===== config.mk =====
export PLATFORM = sky130hd
export DESIGN_NAME = mc_ctrl
export DESIGN_NICKNAME = d
export VERILOG_FILES = /design/src/rtl/mc_pkg.sv /design/src/rtl/mc_decode.sv /design/src/rtl/mc_ctrl.sv
export SDC_FILE = /design/constraint.sdc
export NUM_CORES = 1
export LEC_CHECK = 0
export ABC_AREA = 1
export CAP_MARGIN = 20
export CORE_MARGIN = 4
export CORE_UTILIZATION = 32
export DETAILED_ROUTE_END_ITERATION = 8
export PLACE_DENSITY_LB_ADDON = 0.05
export SYNTH_ARGS = -nofsm -noshare
export SYNTH_HDL_FRONTEND = slang
export SYNTH_SLANG_ARGS = --single-unit

===== constraint.sdc =====
create_clock -name clk -period 2.9 [get_ports clk]
set_input_delay 0.435 -clock clk [delete_from_list [all_inputs] [get_ports clk]]
set_output_delay 0.435 -clock clk [all_outputs]
set_load 0.02 [all_outputs]

===== src/rtl/mc_pkg.sv =====
// rtl/mc_pkg.sv - shared encodings for the multicycle controller (mc_ctrl, mc_decode)
package mc_pkg;

    typedef enum logic [2:0] {
        ST_FETCH  = 3'd0,
        ST_DECODE = 3'd1,
        ST_EXEC   = 3'd2,
        ST_MEM    = 3'd3,
        ST_WB     = 3'd4,
        ST_TRAP   = 3'd7
    } state_e;

    localparam logic [5:0] OP_RTYPE = 6'b000000;
    localparam logic [5:0] OP_ORI   = 6'b001101;
    localparam logic [5:0] OP_LW    = 6'b100011;
    localparam logic [5:0] OP_SW    = 6'b101011;
    localparam logic [5:0] OP_BEQ   = 6'b000100;
    localparam logic [5:0] OP_LUI   = 6'b001111;
    localparam logic [5:0] OP_ADDIU = 6'b001001;
    localparam logic [5:0] OP_JAL   = 6'b000011;

    localparam logic [5:0] FN_ADD = 6'b100000;
    localparam logic [5:0] FN_SUB = 6'b100010;
    localparam logic [5:0] FN_JR  = 6'b001000;

    localparam logic [3:0] ALU_ADD = 4'b0000;
    localparam logic [3:0] ALU_SUB = 4'b0001;
    localparam logic [3:0] ALU_OR  = 4'b0010;
    localparam logic [3:0] ALU_LUI = 4'b0100;

    localparam logic [2:0] NPC_PC4    = 3'b000;
    localparam logic [2:0] NPC_BRANCH = 3'b001;
    localparam logic [2:0] NPC_JAL    = 3'b010;
    localparam logic [2:0] NPC_JR     = 3'b011;

    localparam logic [1:0] RD_RT  = 2'b00;
    localparam logic [1:0] RD_RD  = 2'b01;
    localparam logic [1:0] RD_R31 = 2'b10;

    localparam logic [1:0] WD_ALU = 2'b00;
    localparam logic [1:0] WD_MEM = 2'b01;
    localparam logic [1:0] WD_PC  = 2'b10;

    // Bit positions in the one-hot instruction vector from mc_decode
    localparam int I_ADD   = 0;
    localparam int I_SUB   = 1;
    localparam int I_ORI   = 2;
    localparam int I_LW    = 3;
    localparam int I_SW    = 4;
    localparam int I_BEQ   = 5;
    localparam int I_LUI   = 6;
    localparam int I_ADDIU = 7;
    localparam int I_JAL   = 8;
    localparam int I_JR    = 9;
    localparam int NUM_INSTR = 10;

endpackage


===== src/rtl/mc_decode.sv =====
// rtl/mc_decode.sv - opcode/funct to one-hot instruction class plus illegal flag
module mc_decode
    import mc_pkg::*;
(
    input  logic [5:0]           opcode_i,
    input  logic [5:0]           funct_i,
    output logic [NUM_INSTR-1:0] instr_o,
    output logic                 illegal_o
);

    // Pure table lookup; anything that matches no row is illegal
    always_comb begin
        instr_o = '0;
        case (opcode_i)
            OP_RTYPE: begin
                case (funct_i)
                    FN_ADD:  instr_o[I_ADD] = 1'b1;
                    FN_SUB:  instr_o[I_SUB] = 1'b1;
                    FN_JR:   instr_o[I_JR]  = 1'b1;
                    default: instr_o        = '0;
                endcase
            end
            OP_ORI:   instr_o[I_ORI]   = 1'b1;
            OP_LW:    instr_o[I_LW]    = 1'b1;
            OP_SW:    instr_o[I_SW]    = 1'b1;
            OP_BEQ:   instr_o[I_BEQ]   = 1'b1;
            OP_LUI:   instr_o[I_LUI]   = 1'b1;
            OP_ADDIU: instr_o[I_ADDIU] = 1'b1;
            OP_JAL:   instr_o[I_JAL]   = 1'b1;
            default:  instr_o          = '0;
        endcase
    end

    assign illegal_o = (instr_o == '0);

endmodule


===== src/rtl/mc_ctrl.sv =====
// rtl/mc_ctrl.sv - multicycle CPU control FSM with optional perf counters (MC_CTRL_PERF_EN)
module mc_ctrl
    import mc_pkg::*;
(
    input  logic        clk,
    input  logic        reset_n,
    input  logic [5:0]  opcode,
    input  logic [5:0]  funct,
    input  logic        zero,
    input  logic        imem_ack,
    input  logic        dmem_ack,
    output logic        imem_req,
    output logic        dmem_req,
    output logic        dmem_we,
    output logic        pc_we,
    output logic        ir_we,
    output logic        reg_we,
    output logic [1:0]  reg_dst,
    output logic        alu_src,
    output logic [1:0]  mem_to_reg,
    output logic        ext_op,
    output logic [3:0]  alu_op,
    output logic [2:0]  npc_op,
    output logic [2:0]  state,
    output logic        trap,
    output logic [31:0] cycle_cnt,
    output logic [31:0] instret_cnt
);

    state_e               state_q, state_d;
    logic [NUM_INSTR-1:0] instr;
    logic                 illegal;

    // The IR fields are stable from DECODE onwards, so decode is left combinational
    mc_decode u_decode (
        .opcode_i  (opcode),
        .funct_i   (funct),
        .instr_o   (instr),
        .illegal_o (illegal)
    );

    // State register; reset forces FETCH without waiting for a clock
    always_ff @(posedge clk or negedge reset_n) begin
        if (!reset_n) state_q <= ST_FETCH;
        else          state_q <= state_d;
    end

    // Next state and Moore/Mealy outputs; everything idles at 0 unless a state drives it
    always_comb begin
        state_d    = state_q;
        imem_req   = 1'b0;
        dmem_req   = 1'b0;
        dmem_we    = 1'b0;
        pc_we      = 1'b0;
        ir_we      = 1'b0;
        reg_we     = 1'b0;
        reg_dst    = RD_RT;
        alu_src    = 1'b0;
        mem_to_reg = WD_ALU;
        ext_op     = 1'b0;
        alu_op     = ALU_ADD;
        npc_op     = NPC_PC4;
        case (state_q)
            ST_FETCH: begin
                imem_req = 1'b1;
                if (imem_ack) begin
                    ir_we   = 1'b1;
                    pc_we   = 1'b1;
                    state_d = ST_DECODE;
                end
            end
            ST_DECODE: begin
                state_d = illegal ? ST_TRAP : ST_EXEC;
            end
            ST_EXEC: begin
                alu_src = instr[I_ORI] | instr[I_LW] | instr[I_SW] | instr[I_LUI] | instr[I_ADDIU];
                ext_op  = instr[I_LW] | instr[I_SW] | instr[I_ADDIU];
                if (instr[I_SUB] | instr[I_BEQ]) alu_op = ALU_SUB;
                else if (instr[I_ORI])           alu_op = ALU_OR;
                else if (instr[I_LUI])           alu_op = ALU_LUI;
                if (instr[I_LW] | instr[I_SW])                      state_d = ST_MEM;
                else if (instr[I_BEQ] | instr[I_JAL] | instr[I_JR]) state_d = ST_FETCH;
                else                                                state_d = ST_WB;
                if (instr[I_BEQ]) begin
                    npc_op = NPC_BRANCH;
                    pc_we  = zero;
                end
                if (instr[I_JAL]) begin
                    npc_op     = NPC_JAL;
                    pc_we      = 1'b1;
                    reg_we     = 1'b1;
                    reg_dst    = RD_R31;
                    mem_to_reg = WD_PC;
                end
                if (instr[I_JR]) begin
                    npc_op = NPC_JR;
                    pc_we  = 1'b1;
                end
            end
            ST_MEM: begin
                dmem_req = 1'b1;
                dmem_we  = instr[I_SW];
                if (dmem_ack) state_d = instr[I_SW] ? ST_FETCH : ST_WB;
            end
            ST_WB: begin
                reg_we     = 1'b1;
                reg_dst    = (instr[I_ADD] | instr[I_SUB]) ? RD_RD : RD_RT;
                mem_to_reg = instr[I_LW] ? WD_MEM : WD_ALU;
                state_d    = ST_FETCH;
            end
            ST_TRAP: begin
                state_d = ST_TRAP;
            end
            default: begin
                state_d = ST_FETCH;
            end
        endcase
    end

    assign state = state_q;
    assign trap  = (state_q == ST_TRAP);

`ifdef MC_CTRL_PERF_EN
    logic [31:0] cycle_cnt_q;
    logic [31:0] instret_cnt_q;
    logic        retire;

    assign retire = (state_d == ST_FETCH) &&
                    (state_q == ST_EXEC || state_q == ST_MEM || state_q == ST_WB);

    // Free-running counters, wrapping naturally at 2^32
    always_ff @(posedge clk or negedge reset_n) begin
        if (!reset_n) begin
            cycle_cnt_q   <= '0;
            instret_cnt_q <= '0;
        end else begin
            cycle_cnt_q <= cycle_cnt_q + 32'd1;
            if (retire) instret_cnt_q <= instret_cnt_q + 32'd1;
        end
    end

    assign cycle_cnt   = cycle_cnt_q;
    assign instret_cnt = instret_cnt_q;
`else
    assign cycle_cnt   = '0;
    assign instret_cnt = '0;
`endif

endmodule


== Yosys cells after proc, flatten, opt, wreduce, memory -nomap -nowiden ==
Cells that the tools add are included.
Storage, ports and cells
  memories kept: 0
  ROM bits: 0
  output and inout bits: 87
  bits of input ports: 17
  bits in latches: 0
  memory bits (writable): 0
  register bits: 3
  logic and storage cells: 77
Operators by class
  multiply operators: 0
  bitwise logic cells: 10
  add/subtract/negate cells: 0
  $lt $le $gt $ge: 0
  mux-type cells: 45
  equality and inequality tests: 17
  div/mod/pow operators: 0
  reduce and logical (&&, ||, !) cells: 4
  shift operators: 0
Operators with widths (number)
  3-bit 2-to-1 mux: 13
  1-bit 2-to-1 mux: 25
  6-bit by 4-bit == test with 1-bit output, second input constant: 4
  6-bit == test, second input constant: 4
  3-bit one-hot mux with 5 select lines: 1
  10-bit zero test: 1
  1-bit OR: 10
  2-bit one-hot mux with 2 select lines: 2
  3-bit by 2-bit == test with 1-bit output, second input constant: 2
  3-bit == test, second input constant: 2
  6-bit by 2-bit == test with 1-bit output, second input constant: 1
  6-bit by 3-bit == test with 1-bit output, second input constant: 1
  6-bit zero test: 1
  2-bit 2-to-1 mux: 2
  2-bit inequality test, second input constant: 2
  1-bit one-hot mux with 2 select lines: 2
  3-bit by 1-bit == test with 1-bit output, second input constant: 1
  3-bit zero test: 1
  2-bit AND reduction: 1

== Logic depth before layout (Yosys ltp) ==
Gate-level depths: netlist of the first run.
  depth in word-level cells: 7
  mapped depth: 9

== Cells and area by module ==
From an unflattened synthesis of the first run, not the netlist that was laid out.
Unflattened totals
  cell total of the unflattened synthesis: 196
  area total of the unflattened synthesis: 1117.3 um^2
Modules (own cells, without submodules)
  mc_ctrl: cells each 136, area an instance 859.6 um^2, instances 1
  mc_decode: cells each 60, area an instance 257.7 um^2, instances 1

== Least setup slack after synthesis of the first run ==
No wires, ideal clock.
  kind: reg2out
  start: register state_q[2] (netlist: state[2])
  end: output port pc_we
  arrival time: 1743 ps
  slack: 722 ps
  path buffers: 0
  stages on the path, launching flop included: 6
  path through: dfrtp_1 nor3_2 inv_1 nor2_1 a21oi_1 o21ai_0
On the way
  cells in the longest elaborated chain, start to end: 2
Ends and longest elaborated chain
  start, declared: line mc_ctrl.sv:30  | state_e state_q, state_d;
  start signal, assigned: line mc_ctrl.sv:45  | else state_q <= state_d;
  3-bit by 2-bit == test with 1-bit output / 3-bit zero test (equally long branches): line mc_ctrl.sv:63  | case (state_q)
  1-bit one-hot mux with 2 select lines (*): line mc_ctrl.sv:63
  end, declared: line mc_ctrl.sv:15  | output logic pc_we,
Every way passes the cells marked *; elsewhere a longest branch is shown, timed or not.

== Worst setup path in the final report of the first run ==
  start: input port opcode[1]
  end: output port alu_op[0]
On the way
  cells in the longest elaborated chain, start to end: 5
Ends and longest elaborated chain
  start, declared: line mc_ctrl.sv:7  | input logic [5:0] opcode,
  6-bit by 4-bit == test with 1-bit output, or another cell as far along: line mc_decode.sv:14  | case (opcode_i)
  1-bit 2-to-1 mux / 2-bit 2-to-1 mux (equally long branches)
  3-bit 2-to-1 mux / 1-bit OR (equally long branches): line mc_ctrl.sv:79, mc_ctrl.sv:78
  3-bit 2-to-1 mux (*): line mc_ctrl.sv:78  | if (instr[I_SUB] | instr[I_BEQ]) alu_op = ALU_SUB;
  3-bit 2-to-1 mux (*): line mc_ctrl.sv:63
  end, declared: line mc_ctrl.sv:22  | output logic [3:0] alu_op,
Marks and branches as above.

==> metrics.md, run 1 <==
| Metric | Value |
|---|---|
| Status | finished clean |
| Number of H-tree levels | 1 |
| RSZ-0062 raised after global routing | no |
| Iter 0 DRT Violations | 30 |
| Peak supply drop | 195 µV |
| Crit-path max FO | 4 |
| Sequential share of power | 16.8% |
| # diodes | 0 |
| Clk root buf | clkbuf_4 |
| Worst setup margin | 221 ps |
| Post-Place Setup Slack | 177 ps |
| DIE AREA | 0.00427 mm² |
| Sw Ratio | 55.9% |
| Clock group share of total power | 11.7% |
| Most common cell after layout, fill and taps aside | conb_1 |
| Total I/O pin count | 104 |
| Hold-fix buffers, CTS | 0 |
| Syn_area_per_cell | 6.11 µm² |
| Core area | 0.00310 mm² |
| Commonest non-fill, non-tap cells in the layout | conb_1, clkdlybuf4s50_1, nor2_1 |
| Worst EP required | 2470 ps |
| Clk_skew | 1.93 ps |
| Final Hold Violating Endpoints | 0 |
| DRC Markers | 0 |
| Internal cell power | 0.276 mW |
| Clock buffer depth | 2 |
| Vias in the first global route | 790 |
| Total CTS buffers | 3 |
| Comb pwr share | 71.5% |
| Max reg flops | 3 |
| Remaining antenna violation count | 0 |
| Top Metal Used | met4 |
| Placer Congestion | 0.787 |
| Setup TNS | 0 ps |
| CTS tree | built |
| Total grt overflow | 0 |
| DR WL met2 | 1.08 mm |
| Worst hold-check path type | primary input to async pin |
| NetSw | 0.350 mW |
| Input/output buffers | 37 |
| Post-synthesis sequential area ratio | 7.14% |
| Initial Util | 33.9% |
| Hpwl dp | 2.01 mm |
| Die width | 65.3 µm |
| Max cap viols | 0 |
| Synth Instances | 172 |
| WS Path Type | primary input to output port |
| Routed WL | 2.29 mm |
| WP data arrival | 2240 ps |
| Fmax achieved | 373 MHz |
| Layout cell share with drive strength beyond 1 | 6.64% |
| Met1 wire length | 869 µm |
| Final nets | 229 |
| Initial antenna violation count | 0 |
| Met3 Wirelength | 324 µm |
| Die Ht | 65.3 µm |
| First-pass GRT wire length | 3.42 mm |
| DR WL/cell | 8.98 µm |
| DR pass1 iterations | 4 |
| Worst setup EP type | output port |
| Reg clk slew, reported paths | 40 ps |
| Power density over cell area | 502 mW/mm² |
| Tmin final | 2680 ps |
| Final setup fails | 0 |
| Avg Vias per Cell | 3.57 |
| Final Max Slew Viols | 0 |
| Synth Register Bits | 3 |
| Clk_lat worst skew | 230 ps |
| Crit share post-route | 92.4% |
| Yosys warns | 0 |
| Post-synthesis cell type count | 20 |
| Largest net degree at the start of global routing | 11 |
| FILL cells | 340 |
| # rows | 20 |
| Synthesized area | 0.00105 mm² |
| Leak Pwr | 0.646 nW |
| P&R area growth vs syn | 18.6% |
| Via count | 910 |
| Gr usage total | 9.75% |
| Worst setup SP type | primary input |
| Clock Sinks | 3 |
[per-stage QoR]
step,instance area [µm²],std cells,power (mW),hold WS (ps),utilization [%]
floorplan,1290,237,0.464,139,-
global placement,1220,251,0.559,626,39.2
detailed placement,1220,251,0.556,625,39.2
CTS,1240,255,0.635,373,40.1
global route,1250,255,0.684,394,40.2
finish,1250,255,0.626,381,40.2
[final timing paths]
kind                                 from        end  slack, ps  cells after the start
worst max-delay path            opcode[1]  alu_op[0]        220                      7
worst min-delay path              reset_n   state[0]        380                      1
worst max register to register   state[2]   state[0]       1580                      6
worst min register to register   state[2]   state[0]        800                      3
max in group asynchronous         reset_n   state[1]       2380                      1
min in group clk                 state[2]   state[0]        800                      3
[layout make-up]
| cell class | instances | area [µm²] | area share [%] |
|---|---|---|---|
| multi-input cells | 147 | 639 | 51.3 |
| repair buffers | 37 | 373 | 29.9 |
| clock buffers | 4 | 26.3 | 2.11 |
| flip-flops and latches | 3 | 75.1 | 6.02 |
| well taps | 44 | 55.1 | 4.42 |
| inverters | 20 | 77.6 | 6.22 |
[metal layers]
metal	global-route usage [%]	vias to the layer above
met5	0	-
met3	2.05	2
li1	-	479
met1	11.2	369
met2	17.4	60
met4	3.89	0
[timing repair]
item | 4_1_cts | 5_1_grt
buffers inserted | 0 | 0
setup endpoints to repair | 0 | 1
gates resized for setup | 0 | 1
[synth_stat cells, drive strengths merged]
cell type / count / share of area [%]
a21oi: 6 / 2.9
buf: 67 / 48
conb: 1 / 0.36
dfrtp: 3 / 7.1
inv: 20 / 7.4
nand2: 20 / 7.4
nand3: 11 / 5.7
nor2: 30 / 12
nor3: 8 / 5.8
nor4: 2 / 1.2
o21ai: 4 / 1.9
[power by group through the flow]
stage | sequential [mW] | combinational [mW] | clock (mW)
3_3_place_gp | 0.106 | 0.453 | 0
5_1_grt | 0.111 | 0.494 | 0.0788
3_5_place_dp | 0.106 | 0.450 | 0
4_1_cts | 0.105 | 0.452 | 0.0775
6_report | 0.105 | 0.447 | 0.0734
2_1_floorplan | 0.125 | 0.339 | 0
[worst max-delay path, cell delays in order]
cell and delay, ps:
clkdlybuf4s50_1 470, nor2_1 210, nand3_1 150, nor2_1 170, nand2_1 70, a21oi_1 120, clkdlybuf4s50_1 620
[logic make-up (layout without fill, tap and decap cells)]
| logic type | count (synthesis) | in the layout | synth area share, % |
|---|---|---|---|
| buffers and inverters | 87 | 61 | 55.2 |
| other | 1 | 66 | 0.357 |
| AO/OA/AOI/OAI | 10 | 10 | 4.76 |
| flip-flops | 3 | 3 | 7.14 |
| AND/OR/NAND/NOR | 71 | 71 | 32.5 |
Power figures use the tool's default switching activity.
==> run 2: changes to the inputs <==
Settings changed: CORE_UTILIZATION 32 to 27.
Clock period 2.9 ns to 2.33 ns, I/O delays scaled along.
==> run 2 against run 1 <==
Compared with the run above: non-clock buffer count is 17 higher; highest routed layer is now met3; routed wire length is 6.7% higher; setup slack worse by 97 ps; critical path depth stayed put; first-iteration DRC count is 27% lower.
==> metrics.md, run 2 (synthesis results as in run 1) <==
| Metric | Value |
|---|---|
| Status | finished clean (unchanged) |
| Slowest cell delay on critical path | 510 ps (was 620 ps) |
| Post-DP Area | 0.00135 mm² (was 0.00122 mm²) |
| Clock Sinks | 3 (unchanged) |
| Input/output buffers | 37 (unchanged) |
| Iter 0 DRT Violations | 22 (was 30) |
| Slowest stage cell, crit path | clkdlybuf4s50_1 (unchanged) |
| CTS tree | built (unchanged) |
| Remaining antenna violation count | 0 (unchanged) |
| Design Area, Final | 0.00138 mm² (was 0.00125 mm²) |
| Sequential share of power | 14.6% (was 16.8%) |
| Core area | 0.00372 mm² (was 0.00310 mm²) |
| Top delay family on crit path | buffers and inverters (unchanged) |
| Crit path cell chain | clkdlybuf4s50_1 -> nand2_1 -> inv_1 -> nand3_1 -> buf_4 -> nor2_1 -> dlygate4sd2_1 (was clkdlybuf4s50_1 -> nor2_1 -> nand3_1 -> nor2_1 -> nand2_1 -> a21oi_1 -> clkdlybuf4s50_1) |
| Gr usage total | 8.80% (was 9.75%) |
| Die width | 70.4 µm (was 65.3 µm) |
| DR WL/cell | 8.86 µm (was 8.98 µm) |
| Total CTS buffers | 3 (unchanged) |
| Final Max Slew Viols | 0 (unchanged) |
| Clk_skew | 1.97 ps (was 1.93 ps) |
| Worst EP required | 1980 ps (was 2470 ps) |
| Crit share post-route | 94.7% |
| FILL cells | 422 (was 340) |
| WS Path Type | primary input to output port (unchanged) |
| Sw Ratio | 52.1% (was 55.9%) |
| NetSw | 0.453 mW (was 0.350 mW) |
| Clk root buf | clkbuf_8 (was clkbuf_4) |
| Final nets | 246 (was 229) |
| Comb pwr share | 68.5% (was 71.5%) |
| Via count | 985 (was 910) |
| Clock group share of total power | 16.9% (was 11.7%) |
| Final setup fails | 0 (unchanged) |
| Max reg flops | 3 (unchanged) |
| Worst setup SP type | primary input (unchanged) |
| # diodes | 0 (unchanged) |
| WP data arrival | 1860 ps (was 2240 ps) |
| # rows | 22 (was 20) |
| Power density over cell area | 629 mW/mm² (was 502 mW/mm²) |
| Die Ht | 70.4 µm (was 65.3 µm) |
| Internal cell power | 0.417 mW (was 0.276 mW) |
| Initial antenna violation count | 0 (unchanged) |
| Fmax achieved | 453 MHz |
| P&R area growth vs syn | 31.5% (was 18.6%) |
| Max cap viols | 0 (unchanged) |
| Setup TNS | 0 ps (unchanged) |
| Tmin final | 2210 ps |
| Total I/O pin count | 104 (unchanged) |
| DRC Markers | 0 (unchanged) |
| Final Hold Violating Endpoints | 0 (unchanged) |
| Crit-path max FO | 4 (unchanged) |
| RSZ-0062 raised after global routing | no (unchanged) |
| Vias in the first global route | 870 (was 790) |
| Reg clk slew, reported paths | 30 ps (was 40 ps) |
| Clk_lat worst skew | 210 ps (was 230 ps) |
| Largest net degree at the start of global routing | 11 (unchanged) |
| Routed WL | 2.44 mm (was 2.29 mm) |
| Most common cell after layout, fill and taps aside | conb_1 (unchanged) |
| Total grt overflow | 0 (unchanged) |
| Placer Congestion | 0.800 (was 0.787) |
| Hpwl dp | 2.19 mm (was 2.01 mm) |
| Worst setup EP type | output port (unchanged) |
| First-pass GRT wire length | 3.71 mm (was 3.42 mm) |
| Final total power | 0.870 mW (was 0.626 mW) |
| Layout cell share with drive strength beyond 1 | 14.5% (was 6.64%) |
| Clock buffer depth | 2 (unchanged) |
| Bufs and invs on worst path | 4 (was 2) |
| Leak Pwr | 0.774 nW (was 0.646 nW) |
| Commonest non-fill, non-tap cells in the layout | conb_1, nor2_1, clkdlybuf4s50_1 (was conb_1, clkdlybuf4s50_1, nor2_1) |
| Worst hold-check path type | primary input to async pin (unchanged) |
| Peak supply drop | 393 µV (was 195 µV) |
| DR pass1 iterations | 6 (was 4) |
| Postcts setup bufs | 0 (unchanged) |
| Initial Util | 28.3% (was 33.9%) |
| DIE AREA | 0.00495 mm² (was 0.00427 mm²) |
| Avg Vias per Cell | 3.57 (about the same) |
| Number of H-tree levels | 1 (unchanged) |
## run 2: final timing paths
check | from | to | cells after the start | slack (ps)
min in group clk | state[2] | state[0] | 3 | 730
max reg2reg | state[2] | state[2] | 6 | 940
min reg2reg | state[2] | state[0] | 3 | 730
max in group asynchronous | reset_n | state[2] | 1 | 1870
max | opcode[0] | mem_to_reg[1] | 7 | 120
min | reset_n | state[1] | 1 | 320
## run 2: cell type report
cell class	count	area (µm²)	share of cell area (%)
Multi-Input combinational cell	147	646	46.7
Timing Repair Buffer	54	479	34.7
Inverter	20	77.6	5.61
Sequential cell	3	75.1	5.43
Tap cell	48	60.1	4.34
Clock buffer	4	45.0	3.26
## run 2: through the flow
stage	utilization (%)	std cells	hold WS, ps	setup slack [ps]
after floorplan	-	237	53.9	237
after global placement	36.3	272	536	-152
after detailed placement	36.3	272	542	-176
after CTS	37.1	276	318	108
after global routing	37.2	276	329	1.31
final	37.2	276	319	124
## run 2: routing by layer
layer / up-vias / global-route usage, % / routed length [µm]
li1: 511 / - / -
met4: 0 / 1.91 / 0
met3: 0 / 1.29 / 289
met5: - / 0 / 0
met1: 413 / 11.2 / 986
met2: 61 / 15.5 / 1170
## run 2: worst register-to-register path, stage by stage (launching register included)
cell     delay (ps)
dfrtp_1         450
buf_4           190
nor3_2          230
nand2_1          90
nor2_1          100
nand3_1          90
a21oi_1         170
## run 2: timing repair
item | in CTS | in global routing
resized for setup | 14 | 5
pin swaps | 0 | 0
hold buffers | 0 | 0
endpoints found under the setup margin | 14 | 3
## run 2: power by group through the flow
stage | logic (mW) | clock network (mW) | registers [mW]
2_1_floorplan | 0.422 | 0 | 0.155
3_5_place_dp | 0.604 | 0 | 0.128
4_1_cts | 0.596 | 0.150 | 0.127
6_report | 0.595 | 0.147 | 0.127
5_1_grt | 0.650 | 0.158 | 0.131
3_3_place_gp | 0.608 | 0 | 0.128
==> edit (settings of run 2) <==
Add a define of `MC_CTRL_PERF_EN`.
--- a/src/rtl/mc_ctrl.sv
+++ b/src/rtl/mc_ctrl.sv
@@ -1,4 +1,6 @@
 // rtl/mc_ctrl.sv - multicycle CPU control FSM with optional perf counters (MC_CTRL_PERF_EN)
+`define MC_CTRL_PERF_EN
+
 module mc_ctrl
     import mc_pkg::*;
 (
Formal check against the unedited RTL: not equivalent (Yosys sat finds a counterexample within 4 cycles, from zero or initial values and one cycle with reset_n low).
==> edit against run 2 <==
  * Sequential share of layout area up 25 points
  * Wire length rose to 4.5 times the old value
  * Total power rose to 4.5 times the old value
  * Design area rose to 4.0 times the old value
  * Worst setup slack better by 0.020 ns
  * Sequential cell count up 64
  * Register-to-register slack worse by 0.62 ns
  * Combinational power up 120%
  * Sequential power rose to 10 times the old value
  * Synthesized area rose to 3.7 times the old value
  * Count of clock-buffer cells in the layout up 9
  * Synthesized cell count rose to 3.2 times the old value
  * Fmax up 0.93%
==> edit: results (changes against run 2) <==
* Crit. End Element: output pin
* GP Congestion at 0.803 (+0.39%)
* DR top layer: met4
* DRT iter0 DRCs at 144 (+550%)
* WL per Instance at 12.9 um (+46%)
* Async set or reset register ratio after synthesis at 100% (unchanged)
* Nets@finish at 685 (+180%)
* N_diodes at 0 (unchanged)
* Worst hold path type: input pin to asynchronous set/reset pin
* CP arrival at 1.84 ns (-0.02 ns)
* Top cells by area, synth: dfrtp_1, nand2_1, nand3_1
* Setup bufs post-CTS at 0 (unchanged)
* Seq/Total Area, Yosys at 42.6% (+35 points)
* Pre-CTS worst setup slack at -0.223 ns (-0.0478 ns)
* Worst IR drop on VDD at 0.420 mV (+6.7%)
* Largest fanout on the critical path at 6 (+2)
* Inserted Clock Buffers at 9 (+6)
* Max clock buf depth at 2 (unchanged)
* Leak at 2.53 nW (+230%)
* Layout cells sized above 1 at 9.10% (-5.4 points)
* Number of synthesis warnings at 0 (unchanged)
* Netlist cell types at 28 (+40%)
* Antenna violations before repair at 0 (unchanged)
* Final HPWL DP at 8.36 mm (+280%)
* Clock skew at 0.00798 ns (+0.00601 ns)
* Router iterations before antenna repair at 4 (-2)
* Total Routing Usage GR at 13.8% (+5.0 points)
* Most instantiated cells after synthesis: nand2_1, inv_1, dfrtp_1, nor2_1, nand3_1
* Placed Instances at 835 (+210%)
* M1 WL at 5.01 mm (+410%)
* First-pass GRT wire length at 18.3 mm (+390%)
* Fin cells at 850 (+210%)
* WL met2 at 5.21 mm (+350%)
* Routed vias/inst at 4.49 (+26%)
* Run status: finished clean
* DP Area at 5280 um2 (+290%)
* Port bufs at 101 (+170%)
* Mean Syn Cell Area at 7.26 um2 (+19%)
* Largest stage delay on the critical path at 0.59 ns (+0.08 ns)
* H-tree Lvls at 3 (+2)
* Met3 wire len at 620 um (+110%)
* CP max stage cell: clkdlybuf4s50_1
* Pin count of the biggest net entering global routing at 68 (+57)
* Vias in the first global route at 3799 (+340%)
* Clk slew on worst S/H paths at 0.05 ns (+0.02 ns)
* Ys flop type: dfrtp_1
* Worst-Skew Late Latency at 0.34 ns (+0.13 ns)
* Root buf cell: clkbuf_16
edit: path summary, 6_finish.rpt:
check	start	to	slack, ns	depth (start not counted)
setup / recovery	state[2]$_DFF_PN0_	ir_we	0.14	5
hold / removal	reset_n	instret_cnt[2]$_DFFE_PN0P_	0.04	2
setup reg to reg	state[0]$_DFF_PN0_	instret_cnt[30]$_DFFE_PN0P_	0.32	14
hold reg to reg	cycle_cnt[31]$_DFF_PN0_	cycle_cnt[31]$_DFF_PN0_	0.48	1
max in group asynchronous	reset_n	cycle_cnt[30]$_DFF_PN0_	1.99	2
min in group clk	cycle_cnt[31]$_DFF_PN0_	cycle_cnt[31]$_DFF_PN0_	0.48	1
edit: worst max-delay path: cells and delay by family (launching register included):
| kind | cells | cell delay, ns |
|---|---|---|
| buf+inv | 3 | 0.83 |
| flops | 1 | 0.38 |
| simple gates | 2 | 0.30 |
edit: power breakdown:
group	switching, mW	internal (mW)
Clock	0.492	0.798
Combinational	0.809	0.483
Sequential	0.0691	1.22
Total	1.37	2.50
edit: area by class of cell:
class | count | area [um2]
well taps | 180 | 225
clock inverters | 2 | 10.0
clock buffers | 13 | 270
multi-input cells | 390 | 1920
flip-flops and latches | 67 | 1680
fillers | 1508 | 8540
repair buffers | 121 | 1170
inverters | 77 | 289
edit: routing by layer:
metal	global-route usage (%)	vias up
li1	-	1947
met3	4.98	11
met4	3.15	0
met2	22.5	72
met1	17.4	1789
met5	0	-
edit: what timing repair did:
item	CTS	global route
pin swaps	0	1
endpoints found under the hold margin	0	0
endpoints found under the setup margin	14	15
resized for setup	16	10
edit: cells by family after synthesis:
kind of cell,synth area share [%]
DFF,42.6
other,0.0953
adders and majority gates,0.636
xor gates and xnor gates,7.34
and+or+nand+nor,39.5
AOI/OAI and AO/OA,0.636
buffers and inverters,9.15
edit: through the flow:
step,power (mW),hold WS [ns]
after floorplan,2.15,0.0539
after global placement,2.59,0.412
after detailed placement,2.60,0.407
after CTS,3.93,0.0472
after global routing,4.12,0.0628
final,3.87,0.0364
